[src/rtl/multicycle_ctrl_seq_pkg.sv]
// multicycle_ctrl_seq_pkg: shared encodings for the multi-cycle MIPS control sequencer.
// Contents: state encoding enum, decoded opcodes, pc_src mux select encodings.
// Imported by multicycle_ctrl_seq and branch_cond.
package multicycle_ctrl_seq_pkg;

  typedef enum logic [2:0] {
    S_IF    = 3'b000,
    S_ID    = 3'b001,
    S_MADDR = 3'b010,
    S_MEM   = 3'b011,
    S_WBLD  = 3'b100,
    S_BREX  = 3'b101,
    S_EXE   = 3'b110,
    S_WBALU = 3'b111
  } state_e;

  localparam logic [5:0] OP_SW   = 6'b110000;
  localparam logic [5:0] OP_LW   = 6'b110001;
  localparam logic [5:0] OP_BEQ  = 6'b110100;
  localparam logic [5:0] OP_BNE  = 6'b110101;
  localparam logic [5:0] OP_BLTZ = 6'b110110;
  localparam logic [5:0] OP_J    = 6'b111000;
  localparam logic [5:0] OP_JR   = 6'b111001;
  localparam logic [5:0] OP_JAL  = 6'b111010;

  localparam logic [1:0] PC_SRC_SEQ = 2'b00;  // pc+4
  localparam logic [1:0] PC_SRC_BR  = 2'b01;  // branch target
  localparam logic [1:0] PC_SRC_RS  = 2'b10;  // rs (jr)
  localparam logic [1:0] PC_SRC_JMP = 2'b11;  // jump target

endpackage

[src/rtl/multicycle_ctrl_seq_if.sv]
// multicycle_ctrl_seq_if: bundle between the sequencer and the next-state logic / datapath.
// Ports: next_state/opcode/zero/sign toward the sequencer; state, datapath enables,
// selects, halted and perf counters back out. slave = sequencer, master = datapath side.
interface multicycle_ctrl_seq_if #(
  parameter int COUNT_W = 32
);
  logic [2:0]         next_state;
  logic [5:0]         opcode;
  logic               zero;
  logic               sign;
  logic [2:0]         state;
  logic               ir_we;
  logic               pc_we;
  logic [1:0]         pc_src;
  logic               reg_we;
  logic               reg_dst_ra;
  logic               mem_rd;
  logic               mem_we;
  logic               wb_from_mem;
  logic               halted;
  logic [COUNT_W-1:0] cycle_count;
  logic [COUNT_W-1:0] instr_count;

  modport master (
    output next_state, opcode, zero, sign,
    input  state, ir_we, pc_we, pc_src, reg_we, reg_dst_ra, mem_rd, mem_we,
           wb_from_mem, halted, cycle_count, instr_count
  );

  modport slave (
    input  next_state, opcode, zero, sign,
    output state, ir_we, pc_we, pc_src, reg_we, reg_dst_ra, mem_rd, mem_we,
           wb_from_mem, halted, cycle_count, instr_count
  );
endinterface

[src/rtl/multicycle_ctrl_seq_branch_cond.sv]
// branch_cond: branch-taken decision for beq/bne/bltz, shared with the datapath PC mux checks.
// Ports: i_opcode (IR[31:26]), i_zero, i_sign (ALU flags) -> o_taken.
// Purely combinational; non-branch opcodes are never taken.
module branch_cond
  import multicycle_ctrl_seq_pkg::*;
(
  input  logic [5:0] i_opcode,
  input  logic       i_zero,
  input  logic       i_sign,
  output logic       o_taken
);

  assign o_taken = ((i_opcode == OP_BEQ)  &  i_zero) |
                   ((i_opcode == OP_BNE)  & ~i_zero) |
                   ((i_opcode == OP_BLTZ) &  i_sign);

endmodule

[src/rtl/multicycle_ctrl_seq.sv]
// multicycle_ctrl_seq: state register, halt latch and per-state control decode of the multi-cycle MIPS.
// Ports: clk, rst (sync, active-high), bus (multicycle_ctrl_seq_if.slave) carrying
// next_state/opcode/flags in and state, enables, selects, halted, counters out.
// Optional perf counters under macro MULTICYCLE_CTRL_PERF_EN; otherwise counters read 0.
module multicycle_ctrl_seq
  import multicycle_ctrl_seq_pkg::*;
#(
  parameter int         COUNT_W     = 32,
  parameter logic [5:0] HALT_OPCODE = 6'b111111
) (
  input  logic                  clk,
  input  logic                  rst,
  multicycle_ctrl_seq_if.slave  bus
);

  state_e r_state;
  logic   r_halted;

  logic       w_taken;
  logic       w_halt_dec;
  logic       w_ir_we;
  logic       w_pc_we;
  logic [1:0] w_pc_src;
  logic       w_reg_we;
  logic       w_reg_dst_ra;
  logic       w_mem_rd;
  logic       w_mem_we;
  logic       w_wb_from_mem;

  branch_cond u_branch_cond (
    .i_opcode (bus.opcode),
    .i_zero   (bus.zero),
    .i_sign   (bus.sign),
    .o_taken  (w_taken)
  );

  // Halt is recognised in ID only; the decode edge itself still counts as a live edge.
  assign w_halt_dec = !r_halted && (r_state == S_ID) && (bus.opcode == HALT_OPCODE);

  always_ff @(posedge clk) begin
    if (rst) begin
      r_state  <= S_IF;
      r_halted <= 1'b0;
    end else if (!r_halted) begin
      if (w_halt_dec) begin
        r_halted <= 1'b1;
        r_state  <= S_IF;
      end else begin
        r_state  <= state_e'(bus.next_state);
      end
    end
  end

  always_comb begin
    w_ir_we       = 1'b0;
    w_pc_we       = 1'b0;
    w_pc_src      = PC_SRC_SEQ;
    w_reg_we      = 1'b0;
    w_reg_dst_ra  = 1'b0;
    w_mem_rd      = 1'b0;
    w_mem_we      = 1'b0;
    w_wb_from_mem = 1'b0;
    // While halted the state sits at IF; gating here keeps ir_we from firing.
    if (!r_halted) begin
      case (r_state)
        S_IF: w_ir_we = 1'b1;
        S_ID: begin
          case (bus.opcode)
            OP_J: begin
              w_pc_we  = 1'b1;
              w_pc_src = PC_SRC_JMP;
            end
            OP_JR: begin
              w_pc_we  = 1'b1;
              w_pc_src = PC_SRC_RS;
            end
            OP_JAL: begin
              w_pc_we      = 1'b1;
              w_pc_src     = PC_SRC_JMP;
              w_reg_we     = 1'b1;
              w_reg_dst_ra = 1'b1;
            end
            default: ;
          endcase
        end
        S_BREX: begin
          w_pc_we  = 1'b1;
          w_pc_src = w_taken ? PC_SRC_BR : PC_SRC_SEQ;
        end
        S_MEM: begin
          if (bus.opcode == OP_SW) begin
            w_mem_we = 1'b1;
            w_pc_we  = 1'b1;
          end else if (bus.opcode == OP_LW) begin
            w_mem_rd = 1'b1;
          end
        end
        S_WBLD: begin
          w_reg_we      = 1'b1;
          w_wb_from_mem = 1'b1;
          w_pc_we       = 1'b1;
        end
        S_WBALU: begin
          w_reg_we = 1'b1;
          w_pc_we  = 1'b1;
        end
        default: ;
      endcase
    end
  end

  assign bus.state       = r_state;
  assign bus.halted      = r_halted;
  assign bus.ir_we       = w_ir_we;
  assign bus.pc_we       = w_pc_we;
  assign bus.pc_src      = w_pc_src;
  assign bus.reg_we      = w_reg_we;
  assign bus.reg_dst_ra  = w_reg_dst_ra;
  assign bus.mem_rd      = w_mem_rd;
  assign bus.mem_we      = w_mem_we;
  assign bus.wb_from_mem = w_wb_from_mem;

`ifdef MULTICYCLE_CTRL_PERF_EN
  logic [COUNT_W-1:0] r_cycle_count;
  logic [COUNT_W-1:0] r_instr_count;

  // Both counters freeze once halted; the halt-decode edge retires the halt itself.
  always_ff @(posedge clk) begin
    if (rst) begin
      r_cycle_count <= '0;
      r_instr_count <= '0;
    end else if (!r_halted) begin
      r_cycle_count <= r_cycle_count + COUNT_W'(1);
      if (w_pc_we || w_halt_dec) begin
        r_instr_count <= r_instr_count + COUNT_W'(1);
      end
    end
  end

  assign bus.cycle_count = r_cycle_count;
  assign bus.instr_count = r_instr_count;
`else
  assign bus.cycle_count = '0;
  assign bus.instr_count = '0;
`endif

endmodule

[src/flat_wrapper.sv]
// flat-port wrapper written by rule: the top's interface ports become plain ports
module multicycle_ctrl_seq_flat import multicycle_ctrl_seq_pkg::*;
#(
  parameter int         COUNT_W     = 32,
  parameter logic [5:0] HALT_OPCODE = 6'b111111
)
  (clk, rst, bus_next_state, bus_opcode, bus_zero, bus_sign, bus_state, bus_ir_we, bus_pc_we, bus_pc_src, bus_reg_we, bus_reg_dst_ra, bus_mem_rd, bus_mem_we, bus_wb_from_mem, bus_halted, bus_cycle_count, bus_instr_count);
  multicycle_ctrl_seq_if #(.COUNT_W(COUNT_W)) bus_i ();
  input  logic clk;
  input  logic rst;
  input wire logic [$bits(bus_i.next_state)-1:0] bus_next_state;
  input wire logic [$bits(bus_i.opcode)-1:0] bus_opcode;
  input wire logic [$bits(bus_i.zero)-1:0] bus_zero;
  input wire logic [$bits(bus_i.sign)-1:0] bus_sign;
  output wire logic [$bits(bus_i.state)-1:0] bus_state;
  output wire logic [$bits(bus_i.ir_we)-1:0] bus_ir_we;
  output wire logic [$bits(bus_i.pc_we)-1:0] bus_pc_we;
  output wire logic [$bits(bus_i.pc_src)-1:0] bus_pc_src;
  output wire logic [$bits(bus_i.reg_we)-1:0] bus_reg_we;
  output wire logic [$bits(bus_i.reg_dst_ra)-1:0] bus_reg_dst_ra;
  output wire logic [$bits(bus_i.mem_rd)-1:0] bus_mem_rd;
  output wire logic [$bits(bus_i.mem_we)-1:0] bus_mem_we;
  output wire logic [$bits(bus_i.wb_from_mem)-1:0] bus_wb_from_mem;
  output wire logic [$bits(bus_i.halted)-1:0] bus_halted;
  output wire logic [$bits(bus_i.cycle_count)-1:0] bus_cycle_count;
  output wire logic [$bits(bus_i.instr_count)-1:0] bus_instr_count;
  assign bus_i.next_state = bus_next_state;
  assign bus_i.opcode = bus_opcode;
  assign bus_i.zero = bus_zero;
  assign bus_i.sign = bus_sign;
  assign bus_state = bus_i.state;
  assign bus_ir_we = bus_i.ir_we;
  assign bus_pc_we = bus_i.pc_we;
  assign bus_pc_src = bus_i.pc_src;
  assign bus_reg_we = bus_i.reg_we;
  assign bus_reg_dst_ra = bus_i.reg_dst_ra;
  assign bus_mem_rd = bus_i.mem_rd;
  assign bus_mem_we = bus_i.mem_we;
  assign bus_wb_from_mem = bus_i.wb_from_mem;
  assign bus_halted = bus_i.halted;
  assign bus_cycle_count = bus_i.cycle_count;
  assign bus_instr_count = bus_i.instr_count;
  multicycle_ctrl_seq #(.COUNT_W(COUNT_W), .HALT_OPCODE(HALT_OPCODE)) u_core (.clk(clk), .rst(rst), .bus(bus_i));
endmodule
[config.mk]
export PLATFORM = sky130hd
export DESIGN_NAME = multicycle_ctrl_seq_flat
export DESIGN_NICKNAME = d
export VERILOG_FILES = /design/src/rtl/multicycle_ctrl_seq_pkg.sv /design/src/rtl/multicycle_ctrl_seq_if.sv /design/src/rtl/multicycle_ctrl_seq_branch_cond.sv /design/src/rtl/multicycle_ctrl_seq.sv /design/src/flat_wrapper.sv
export SDC_FILE = /design/constraint.sdc
export NUM_CORES = 1
export LEC_CHECK = 0
export ABC_CLOCK_PERIOD_IN_PS = 1240
export BUFFER_PORTS_ARGS = -buffer_cell sky130_fd_sc_hd__buf_4
export CAP_MARGIN = 20
export CORE_MARGIN = 5
export CORE_UTILIZATION = 32
export DETAILED_ROUTE_END_ITERATION = 16
export GPL_TIMING_DRIVEN = 0
export PLACE_DENSITY_LB_ADDON = 0.15
export SETUP_SLACK_MARGIN = 0.02
export SYNTH_ARGS = -nofsm -noshare
export SYNTH_HDL_FRONTEND = slang
export SYNTH_HIERARCHICAL = 1
export SYNTH_SLANG_ARGS = --single-unit
[constraint.sdc]
create_clock -name clk -period 1.24 [get_ports clk]
set_clock_uncertainty 0.05 [all_clocks]
set_input_delay 0.124 -clock clk [delete_from_list [all_inputs] [get_ports clk]]
set_output_delay 0.124 -clock clk [all_outputs]
set_load 0.005 [all_outputs]
After elaboration in Yosys (flattened, before gate mapping)
Cells that the tools add are included.
{ "totals": {"reg_bits": 4, "out_inout_bits": 77, "inputBits": 13, "elab_cells": 56} }
{ "classes": {"eq_ne": 14, "n_reduce_logical": 8, "bitwise": 6, "mux": 26} }
{ "op_table": {"columns": ["cell", "count"], "rows": [
  ["$eq 6x6->1 const B", 9],
  ["$mux 1", 20],
  ["$eq 3x3->1 const B", 3],
  ["$pmux 2 s2", 2],
  ["$reduce_or 3->1", 2],
  ["$reduce_or 2->1", 2],
  ["$and 1x1->1", 3],
  ["$eq 3x1->1 const B", 1],
  ["$eq 3x2->1 const B", 1],
  ["$logic_not 3->1", 1],
  ["$mux 3", 1],
  ["$pmux 1 s3", 1],
  ["$logic_and 1x1->1", 2],
  ["$mux 2", 1],
  ["$or 1x1->1", 2],
  ["$pmux 1 s2", 1],
  ["$logic_not 1->1", 1],
  ["$not 1->1", 1]
]} }

Depth between registers and ports, before layout
Gate-level depths: netlist (run 1).
{ "logic_depth": {"word_depth": 7, "depth_mapped": 5, "ltp_nobuf": 5} }

Cells and area by module
The synthesis (run 1) kept the hierarchy.
{ "modules_own_cells": {"columns": ["mod", "n_inst", "cells_each", "seq_area_each_um2", "area_per_inst_um2"], "rows": [
  ["multicycle_ctrl_seq", 1, 107, 80.1, 838.3],
  ["branch_cond", 1, 5, 0.0, 37.5]
]} }

Worst setup path before layout (run 1)
Ideal clock, no wire load.
{ "synth_timing": {"kind": "register to register", "startpoint": "register u_core.r_state[1], in the netlist u_core/bus.state[1]", "endpoint": "register u_core.r_state[0], in the netlist u_core/bus.state[0]", "stages_incl_launch_ff": 5, "required_ns": 1.073, "slack_ns": -0.009, "n_path_buf": 1, "arrival_time_ns": 1.082, "path_cell_list": "dfxtp_1 buf_2 nor3b_4 a311oi_2 a22o_1"} }
{ "synth_via": {"elab_chain_cells": 4} }
{ "synth_lines": {"columns": ["element", "line", "source"], "rows": [
  ["from (decl)", "multicycle_ctrl_seq.sv:16", "state_e r_state;"],
  ["from (signal assigned)", "multicycle_ctrl_seq.sv:49", "r_state <= state_e'(bus.next_state);"],
  ["$eq 3x1->1", "multicycle_ctrl_seq.sv:38", "assign w_halt_dec = !r_halted && (r_state == S_ID) && (bus.opcode == HALT_OPCODE);"],
  ["$logic_and 1x1->1 (2 in series)", "multicycle_ctrl_seq.sv:38", null],
  ["$mux 3", "multicycle_ctrl_seq.sv:45", "if (w_halt_dec) begin"]
]} }
No other way between the ends.
A chain may end at the register's enable or synchronous reset.

Final worst setup path (run 1)
{ "layout_timing": {"startpoint": "register u_core.r_state[0], in the netlist u_core/bus.state[0]", "endpoint": "output bus_pc_we"} }
{ "layout_via": {"elab_chain_cells": 4} }
{ "layout_lines": {"columns": ["element", "line", "source"], "rows": [
  ["$eq 3x3->1", "multicycle_ctrl_seq.sv:65", "case (r_state)"],
  ["$reduce_or 3->1 (no line)", null, null],
  ["$pmux 1 s3 *", "multicycle_ctrl_seq.sv:65", null],
  ["$mux 1 *", "multicycle_ctrl_seq.sv:64", "if (!r_halted) begin"],
  ["to (decl)", "flat_wrapper.sv:17", "output wire logic [$bits(bus_i.pc_we)-1:0] bus_pc_we;"]
]} }
Mark *: on every way between the ends. The rest lies on a longest branch, timed or not.

==> flow_metrics.env, run 1 <==
export IMPL_grt_usage=0.114
export IMPL_critPathMaxFanout=6
export IMPL_path_buf_inv=1
export IMPL_synth_xor_area_share=0.0100
export IMPL_critPathKind="flop to output port"
export IMPL_yosysUniqueCellTypes=30
export IMPL_syn_cell_area_um2=876
export IMPL_ctsHoldBuffers=0
export IMPL_clockRootBuffer="clkbuf_4"
export IMPL_synth_top_family_by_area="buffers and inverters"
export IMPL_num_vias=893
export IMPL_antenna_found_initial=0
export IMPL_clock_latency_ns=0.23
export IMPL_hold_viol=0
export IMPL_antennaDiodeCount=0
export IMPL_antenna_left=0
export IMPL_die_x_um=62.3
export IMPL_grt_pass1_vias=881
export IMPL_yosys_area_share_simple=0.194
export IMPL_cp_data_arrival_time_ns=1.35
export IMPL_syn_area_per_cell_um2=7.82
export IMPL_met1_usage=0.111
export IMPL_detail_route_wl_per_cell_um=9.86
export IMPL_r2r_slack_ns=-0.07
export IMPL_drt_pass1_iterations=4
export IMPL_worstRegToRegCells=5
export IMPL_period_needed_ns=1.53
export IMPL_start_util=0.326
export IMPL_async_reset_ff_frac=0
export IMPL_drt_iter0_drc=14
export IMPL_fillerInstances=251
export IMPL_overflow=0
export IMPL_path_clk_slew_ns=0.04
export IMPL_cpMaxStageDelayCell="dfxtp_4"
export IMPL_crit_required_ns=1.07
export IMPL_fp_dieArea_um2=3880
export IMPL_start_kind="flop"
export IMPL_vias_per_cell=3.66
export IMPL_regArea_um2=90.1
export IMPL_hp_class="primary input to flop"
export IMPL_io_buffer_count=25
export IMPL_p_total_uw=705
export IMPL_pre_cts_ws_ns=-0.189
export IMPL_final_setup_worst_slack_ns=-0.286
export IMPL_status="complete, but fails checks"
export IMPL_yosysWarnings=6
export IMPL_area_growth_pct=85.3
export IMPL_cp_cell_sequence="nor2b_4 > nand4b_1 > o41ai_2 > buf_4"
export IMPL_use_met2=0.199
export IMPL_clock_sinks=4
export IMPL_ir_worst_vdd_v=0.000496
export IMPL_cts_buffers=3
export IMPL_layout_drive_gt1_share=0.582
export IMPL_cp_top_family="flip-flops"
export IMPL_synth_compound_area_frac=0.121
export IMPL_yosys_most_used_dff="dfxtp_1"
export IMPL_hold_path_endpoint="u_core/bus.halted$_SDFF_PP0_"
export IMPL_grt_max_degree=10
export IMPL_post_route_period_util=1.23
export IMPL_gp_congestion=0.799
export IMPL_hold_depth=2
export IMPL_synth_edf_count=0
export IMPL_end_kind="output port"
export IMPL_rows=19
export IMPL_core_um2=2690
export IMPL_seq_area_frac_synth=0.0914
export IMPL_clk_path_buf_depth=2
export IMPL_max_clock_freq_ghz=0.655
export IMPL_busiest_layer="met2"
export IMPL_setup_viol=12
export IMPL_reg2reg_from="u_core/bus.state[1]$_SDFFE_PP0N_"
export IMPL_rsz0062_at_grt="yes"
export IMPL_slew_violations=0
export IMPL_leakagePower_uw=0.000966
export IMPL_multi_input_area_um2=656
export IMPL_syn_inst=112
export IMPL_r2r_end="u_core/bus.state[2]$_SDFFE_PP0N_"
export IMPL_drcViolationCount=0
export IMPL_synth_area_mux_share=0
export IMPL_num_nets_final=228
export IMPL_wirelength_um=2410
export IMPL_dp_hpwl_um=1840
export IMPL_grt_pass1_wl_um=3660
export IMPL_cts_max_level=1
export IMPL_grt_met3_usage=0.0468
export IMPL_ios=90
export IMPL_ys_ff_latch=4
export IMPL_worstHoldStart="rst"
export IMPL_slowest_delay_ns=0.36
export IMPL_maxCapViolCount=0
export IMPL_die_h_um=62.3
export IMPL_cts_tree="yes"
export IMPL_p_per_area_nw_per_um2=434
export IMPL_violations="setup timing"
export IMPL_synth_fa_ha_area_frac=0
==> worst max-delay path by stage <==
stage                                           from                                to  slack (ns)  depth (start not counted)
floorplan           u_core/bus.state[1]$_SDFFE_PP0N_  u_core/bus.state[0]$_SDFFE_PP0N_        0.02                          4
global placement                       bus_opcode[0]                     bus_pc_src[0]       -0.18                          7
detailed placement                     bus_opcode[0]                     bus_pc_src[0]       -0.19                          7
CTS                 u_core/bus.state[2]$_SDFFE_PP0N_                         bus_pc_we       -0.33                          6
global route        u_core/bus.state[0]$_SDFFE_PP0N_                        bus_mem_rd       -0.37                          4
finish              u_core/bus.state[0]$_SDFFE_PP0N_                         bus_pc_we       -0.29                          4
==> sequential cells by signal, summed over array words and instances (netlist names) <==
signal and flops:
u_core/bus.state 3, u_core/bus.halted 1
==> cell usage after synthesis (2+ instances only) <==
cell type	count	area [µm²]
nor4_1	2	12.5
a22o_1	3	26.3
nor2_1	3	11.3
nor4b_1	2	17.5
nand2_1	4	15.0
dfxtp_1	4	80.1
buf_4	65	488
and3_1	3	18.8
buf_2	3	15.0
nor2b_1	3	18.8
==> layer usage <==
layer / vias to the layer above / routed length (µm)
met2: 50 / 1260
met3: 2 / 215
met1: 387 / 912
met4: 0 / 23
li1: 454 / -
met5: - / 0
==> power breakdown <==
part           total, µW  switching [µW]  internal [µW]
Sequential           143            9.75            133
Combinational        400             157            242
Clock                162            53.6            108
Total                705             221            484
==> cell families after synthesis <==
group | count (synthesis)
AOI/OAI and AO/OA | 12
buffers and inverters | 69
DFF | 4
xor gates and xnor gates | 1
and+or+nand+nor | 25
other | 1
==> cell usage in the layout (no fill, tap or decap), types with 2 or more instances in the layout <==
| cell | count |
|---|---|
| nor2_1 | 3 |
| conb_1 | 64 |
| nor2b_1 | 2 |
| dfxtp_4 | 2 |
| nand2_1 | 3 |
| buf_4 | 95 |
| and3_1 | 3 |
| clkbuf_4 | 3 |
| a22o_1 | 3 |
| dfxtp_2 | 2 |
| buf_6 | 7 |
==> stage by stage <==
| step | cell area [µm²] | std cells | hold slack (ns) | TNS (ns) | util |
|---|---|---|---|---|---|
| floorplan | 1120 | 175 | 0.146 | 0 | - |
| global placement | 1350 | 231 | 0.263 | -0.618 | 0.502 |
| detailed placement | 1350 | 231 | 0.266 | -0.751 | 0.502 |
| CTS | 1530 | 243 | 0.0104 | -2.30 | 0.570 |
| global route | 1620 | 244 | 0.0265 | -2.77 | 0.604 |
| finish | 1620 | 244 | 0.0259 | -1.99 | 0.604 |
==> final cells by class <==
cell class                      instances  area share
Multi-Input combinational cell        102       0.404
Tap cell                               31      0.0239
Timing Repair Buffer                   36       0.180
Sequential cell                         4      0.0555
Buffer                                 67       0.320
Inverter                                1     0.00231
Clock buffer                            3      0.0139
==> repair_timing <==
item,CTS,global route
setup buffers,9,2
pin swaps,8,13
endpoints found under the setup margin,12,13
gates resized for setup,20,15
Power figures use the tool's default switching activity.
==> inputs of run 2 (changes only) <==
Settings changed: CORE_UTILIZATION 32 to 30, PLACE_DENSITY set to 0.73, PLACE_DENSITY_LB_ADDON 0.15 to not set.
==> run 2 against run 1 <==
Compared with the run above:
- the flow still finishes with violations (setup timing)
- combinational power shrank 4%
- worst setup slack improved by 0.0092 ns
- critical endpoint unchanged
- critical path type unchanged
- cell count down 0.41%
- highest routed layer unchanged
==> flow_metrics.env, run 2 (same netlist as run 1, synthesis figures left out) <==
export IMPL_post_route_util=0.559
export IMPL_worstHoldStart="rst"
export IMPL_largest_reg_flops=3
export IMPL_layoutNonFillerInstCount=243
export IMPL_highest_layer="met4"
export IMPL_die_x_um=64.0
export IMPL_overflow=0
export IMPL_max_clock_freq_ghz=0.659
export IMPL_wl_met1_um=827
export IMPL_clock_latency_ns=0.24
export IMPL_wl_met2_um=1240
export IMPL_clock_sinks=4
export IMPL_layout_drive_gt1_share=0.575
export IMPL_cp_common_cell="buf_4"
export IMPL_grt_usage=0.102
export IMPL_critPathMaxFanout=6
export IMPL_start_util=0.315
export IMPL_dpl_cell_area_um2=1350
export IMPL_hp_class="primary input to flop"
export IMPL_cpMaxStageDelayCell="dfxtp_4"
export IMPL_p_switching_uw=219
export IMPL_cts_max_level=1
export IMPL_wirelength_um=2390
export IMPL_cts_tree="yes"
export IMPL_maxCapViolCount=0
export IMPL_ios=90
export IMPL_cts_buffers=3
export IMPL_num_nets_final=227
export IMPL_final_common_cell="buf_4"
export IMPL_combPwrFrac=0.551
export IMPL_grt_pass1_vias=859
export IMPL_gp_congestion=0.780
export IMPL_power_frac_seq=0.207
export IMPL_reg2reg_from="u_core/bus.state[0]$_SDFFE_PP0N_"
export IMPL_ctsHoldBuffers=0
export IMPL_fillerInstances=254
export IMPL_final_cell_mix="buf_4 (97), conb_1 (64), buf_6 (5)"
export IMPL_crit_required_ns=1.07
export IMPL_post_route_period_util=1.22
export IMPL_drt_iter0_drc=31
export IMPL_start_kind="flop"
export IMPL_path_buf_inv=2
export IMPL_critPathKind="flop to output port"
export IMPL_p_total_uw=694
export IMPL_violations="setup timing"
export IMPL_antennaDiodeCount=0
export IMPL_dr_wl_met3_um=289
export IMPL_detail_route_wl_per_cell_um=9.82
export IMPL_drcViolationCount=0
export IMPL_leakagePower_uw=0.000914
export IMPL_dp_hpwl_um=1750
export IMPL_clk_path_buf_depth=2
export IMPL_slowest_delay_ns=0.35
export IMPL_hold_viol=0
export IMPL_die_h_um=64.0
export IMPL_cp_data_arrival_time_ns=1.34
export IMPL_hold_ws_ns=0.0194
export IMPL_dp_cells=231
export IMPL_cp_cell_sequence="buf_4 > nor3b_4 > a32oi_1 > o41ai_2 > buf_4"
export IMPL_antenna_left=0
export IMPL_ir_worst_vdd_v=0.000355
export IMPL_rsz0062_at_grt="yes"
export IMPL_slew_violations=0
export IMPL_num_vias=866
export IMPL_vias_per_cell=3.56
export IMPL_area_growth_pct=77.4
export IMPL_grt_max_degree=11
export IMPL_internal_power_uw=475
export IMPL_path_clk_slew_ns=0.04
export IMPL_fp_dieArea_um2=4100
export IMPL_end_kind="output port"
export IMPL_io_buffer_count=25
export IMPL_period_needed_ns=1.52
export IMPL_drt_pass1_iterations=4
export IMPL_grt_pass1_wl_um=3450
export IMPL_clkPwrFrac=0.242
export IMPL_swShare=0.316
export IMPL_antenna_found_initial=0
export IMPL_crit_path_start="u_core/bus.state[0]$_SDFFE_PP0N_"
export IMPL_final_setup_worst_slack_ns=-0.277
export IMPL_core_um2=2780
export IMPL_design_area_um2=1550
export IMPL_setup_viol=13
export IMPL_clockRootBuffer="clkbuf_4"
export IMPL_r2r_slack_ns=-0.05
export IMPL_cp_top_family="flip-flops"
export IMPL_p_per_area_nw_per_um2=447
export IMPL_rows=19
export IMPL_status="complete, but fails checks"
==> run 2: cell types whose count changed in the layout (fill, tap and decap cells not counted), sizes merged <==
| cell | before | now |
|---|---|---|
| buf | 103 | 102 |
==> run 2: cell type report <==
cell class	instances	area [µm²]	share of cell area
buffer	67	510	0.329
multi-input combinational	102	614	0.395
clock buffer	3	22.5	0.0145
sequential	4	90.1	0.0580
timing repair buffer	35	274	0.176
tap	31	38.8	0.0250
inverter	1	3.75	0.00242
==> run 2: what timing repair did <==
item,4_1_cts,5_1_grt
resized for setup,14,11
pin swaps,7,3
buffers inserted,5,4
setup endpoints to repair,12,13
cloned,1,0
==> run 2: layer usage <==
metal | GRT usage | vias to the layer above
met2 | 0.170 | 54
met4 | 0.0649 | 0
met3 | 0.0438 | 3
li1 | - | 454
met1 | 0.103 | 355
met5 | 0 | -
==> run 2: metrics by stage <==
step / setup TNS (ns) / worst slack (ns)
3_5_place_dp: -0.614 / -0.145
6_report: -2.01 / -0.277
3_3_place_gp: -0.613 / -0.138
2_1_floorplan: 0 / 0.0199
5_1_grt: -2.77 / -0.341
4_1_cts: -2.14 / -0.302
==> run 2: final timing paths <==
kind	end	depth (start not counted)
max	bus_pc_we	5
min	u_core/bus.halted$_SDFF_PP0_	2
max reg2reg	u_core/bus.state[2]$_SDFFE_PP0N_	5
min reg2reg	u_core/bus.state[0]$_SDFFE_PP0N_	2
==> run 2: power by group through the flow <==
| stage | Sequential (µW) | Combinational (µW) | Clock [µW] |
|---|---|---|---|
| after floorplan | 142 | 250 | 0 |
| after global placement | 143 | 320 | 0 |
| after detailed placement | 143 | 321 | 0 |
| after CTS | 142 | 350 | 162 |
| after global routing | 145 | 424 | 175 |
| final | 143 | 383 | 168 |
==> inputs of run 3 (changes only) <==
Settings changed: GPL_TIMING_DRIVEN 0 to not set.
==> run 3 against run 2 <==
Compared with the run above:
- die area stayed put
- first-iteration DRC count is 65% lower
- power is 19% lower
- highest routed layer unchanged
- the run still ends with setup timing left
- non-clock buffer count is 59 lower
- final area is 27% lower
- global-route usage is 1.8 points lower
- sequential share of layout area is 2.1 points higher
- core utilization is 15 points lower
- clock power hardly changed
==> flow_metrics.env, run 3 (same netlist as run 1, synthesis figures left out) <==
export IMPL_r2r_end="u_core/bus.state[0]$_SDFFE_PP0N_"
export IMPL_rsz0062_at_grt="yes"
export IMPL_reg2reg_from="u_core/bus.state[2]$_SDFFE_PP0N_"
export IMPL_combPwrFrac=0.451
export IMPL_cp_top_family="flip-flops"
export IMPL_overflow=0
export IMPL_r2r_slack_ns=-0.13
export IMPL_critPathMaxFanout=5
export IMPL_final_setup_worst_slack_ns=-0.258
export IMPL_dr_wl_met3_um=265
export IMPL_post_route_period_util=1.21
export IMPL_detail_route_wl_per_cell_um=11.4
export IMPL_hp_class="primary input to flop"
export IMPL_antennaDiodeCount=0
export IMPL_clk_path_buf_depth=2
export IMPL_vias_per_cell=3.88
export IMPL_power_frac_seq=0.255
export IMPL_setup_viol=12
export IMPL_num_nets_final=168
export IMPL_final_common_cell="conb_1"
export IMPL_ios=90
export IMPL_grt_max_degree=11
export IMPL_wl_met2_um=1130
export IMPL_internal_power_uw=366
export IMPL_cpMaxStageDelayCell="dfxtp_4"
export IMPL_swShare=0.347
export IMPL_fin_setup_tns_ns=-1.93
export IMPL_hold_depth=2
export IMPL_drcViolationCount=0
export IMPL_hold_viol=0
export IMPL_worstRegToRegCells=5
export IMPL_leakagePower_uw=0.000619
export IMPL_num_vias=713
export IMPL_cts_buffers=3
export IMPL_cts_max_level=1
export IMPL_clock_latency_ns=0.24
export IMPL_drt_iter0_drc=11
export IMPL_wirelength_um=2090
export IMPL_gp_congestion=0.738
export IMPL_path_buf_inv=2
export IMPL_wl_met1_um=676
export IMPL_clock_sinks=4
export IMPL_hold_path_endpoint="u_core/bus.halted$_SDFF_PP0_"
export IMPL_drt_pass1_iterations=4
export IMPL_start_kind="flop"
export IMPL_crit_path_start="u_core/bus.state[2]$_SDFFE_PP0N_"
export IMPL_status="complete, but fails checks"
export IMPL_crit_required_ns=1.07
export IMPL_antenna_found_initial=0
export IMPL_cp_cell_sequence="buf_6 > nor3b_4 > a32oi_1 > o41ai_2 > buf_4"
export IMPL_end_kind="output port"
export IMPL_io_buffer_count=25
export IMPL_rows=19
export IMPL_critPathKind="flop to output port"
export IMPL_clockRootBuffer="clkbuf_4"
export IMPL_slowest_delay_ns=0.36
export IMPL_cts_tree="yes"
export IMPL_clkPwrFrac=0.295
export IMPL_layout_drive_gt1_share=0.412
export IMPL_antenna_left=0
export IMPL_largest_reg_flops=3
export IMPL_final_cell_mix="conb_1 (64), buf_4 (33), buf_6 (10)"
export IMPL_highest_layer="met4"
export IMPL_p_switching_uw=195
export IMPL_grt_pass1_vias=667
export IMPL_start_util=0.315
export IMPL_die_x_um=64.0
export IMPL_fp_dieArea_um2=4100
export IMPL_area_growth_pct=30.0
export IMPL_die_h_um=64.0
export IMPL_ir_worst_vdd_v=0.000316
export IMPL_path_clk_slew_ns=0.04
export IMPL_slew_violations=0
export IMPL_dp_hpwl_um=1510
export IMPL_p_per_area_nw_per_um2=493
export IMPL_worstHoldStart="rst"
export IMPL_post_route_util=0.409
export IMPL_cp_depth=5
export IMPL_grt_usage=0.0832
export IMPL_cp_data_arrival_time_ns=1.32
export IMPL_grt_pass1_wl_um=2790
export IMPL_core_um2=2780
export IMPL_pre_cts_ws_ns=-0.145
export IMPL_period_needed_ns=1.50
export IMPL_max_clock_freq_ghz=0.668
export IMPL_maxCapViolCount=0
export IMPL_violations="setup timing"
run 3: worst max path at each step:
stage                                                  end  slack, ns
final                                            bus_pc_we      -0.26
after global routing                            bus_mem_rd      -0.32
after CTS                                       bus_mem_rd      -0.25
after detailed placement                     bus_pc_src[0]      -0.14
after global placement                       bus_pc_src[0]      -0.10
after floorplan           u_core/bus.state[0]$_SDFFE_PP0N_       0.02
run 3: worst reg2reg max path: stages, from the launching register on:
cell and delay, ns:
dfxtp_4 0.36, buf_6 0.12, nor3b_4 0.23, buf_6 0.15, a311oi_4 0.10, a22o_1 0.24
run 3: what timing repair did:
action,CTS,global route
gates resized for setup,24,7
endpoints found under the setup margin,12,14
gates cloned,0,0
hold buffers,0,0
pin swaps,10,8
buffers inserted,5,1
run 3: layout make-up:
class                           instances  area [µm²]
Fill cell                             266        1640
Multi-Input combinational cell        102         623
Timing Repair Buffer                   43         360
Sequential cell                         4        90.1
Tap cell                               31        38.8
Clock buffer                            3        22.5
Inverter                                1        3.75
run 3: per-stage QoR:
stage / cells / hold slack [ns] / total power [µW] / instance area [µm²]
5_1_grt: 184 / 0.0258 / 599 / 1140
3_5_place_dp: 176 / 0.267 / 337 / 935
2_1_floorplan: 175 / 0.146 / 393 / 1120
3_3_place_gp: 176 / 0.265 / 336 / 935
4_1_cts: 184 / 0.0235 / 548 / 1100
6_report: 184 / 0.0184 / 561 / 1140
run 3: layer usage:
layer  GRT usage  up-vias
met5           0        -
met4      0.0545        0
met3      0.0158        2
met2       0.143       51
met1      0.0921      326
li1            -      334
run 3: power groups by stage:
| stage | Clock [µW] | Combinational (µW) | Sequential, µW |
|---|---|---|---|
| CTS | 173 | 232 | 142 |
| floorplan | 0 | 250 | 142 |
| global route | 176 | 279 | 144 |
| detailed placement | 0 | 193 | 144 |
| finish | 165 | 253 | 143 |
| global placement | 0 | 191 | 144 |
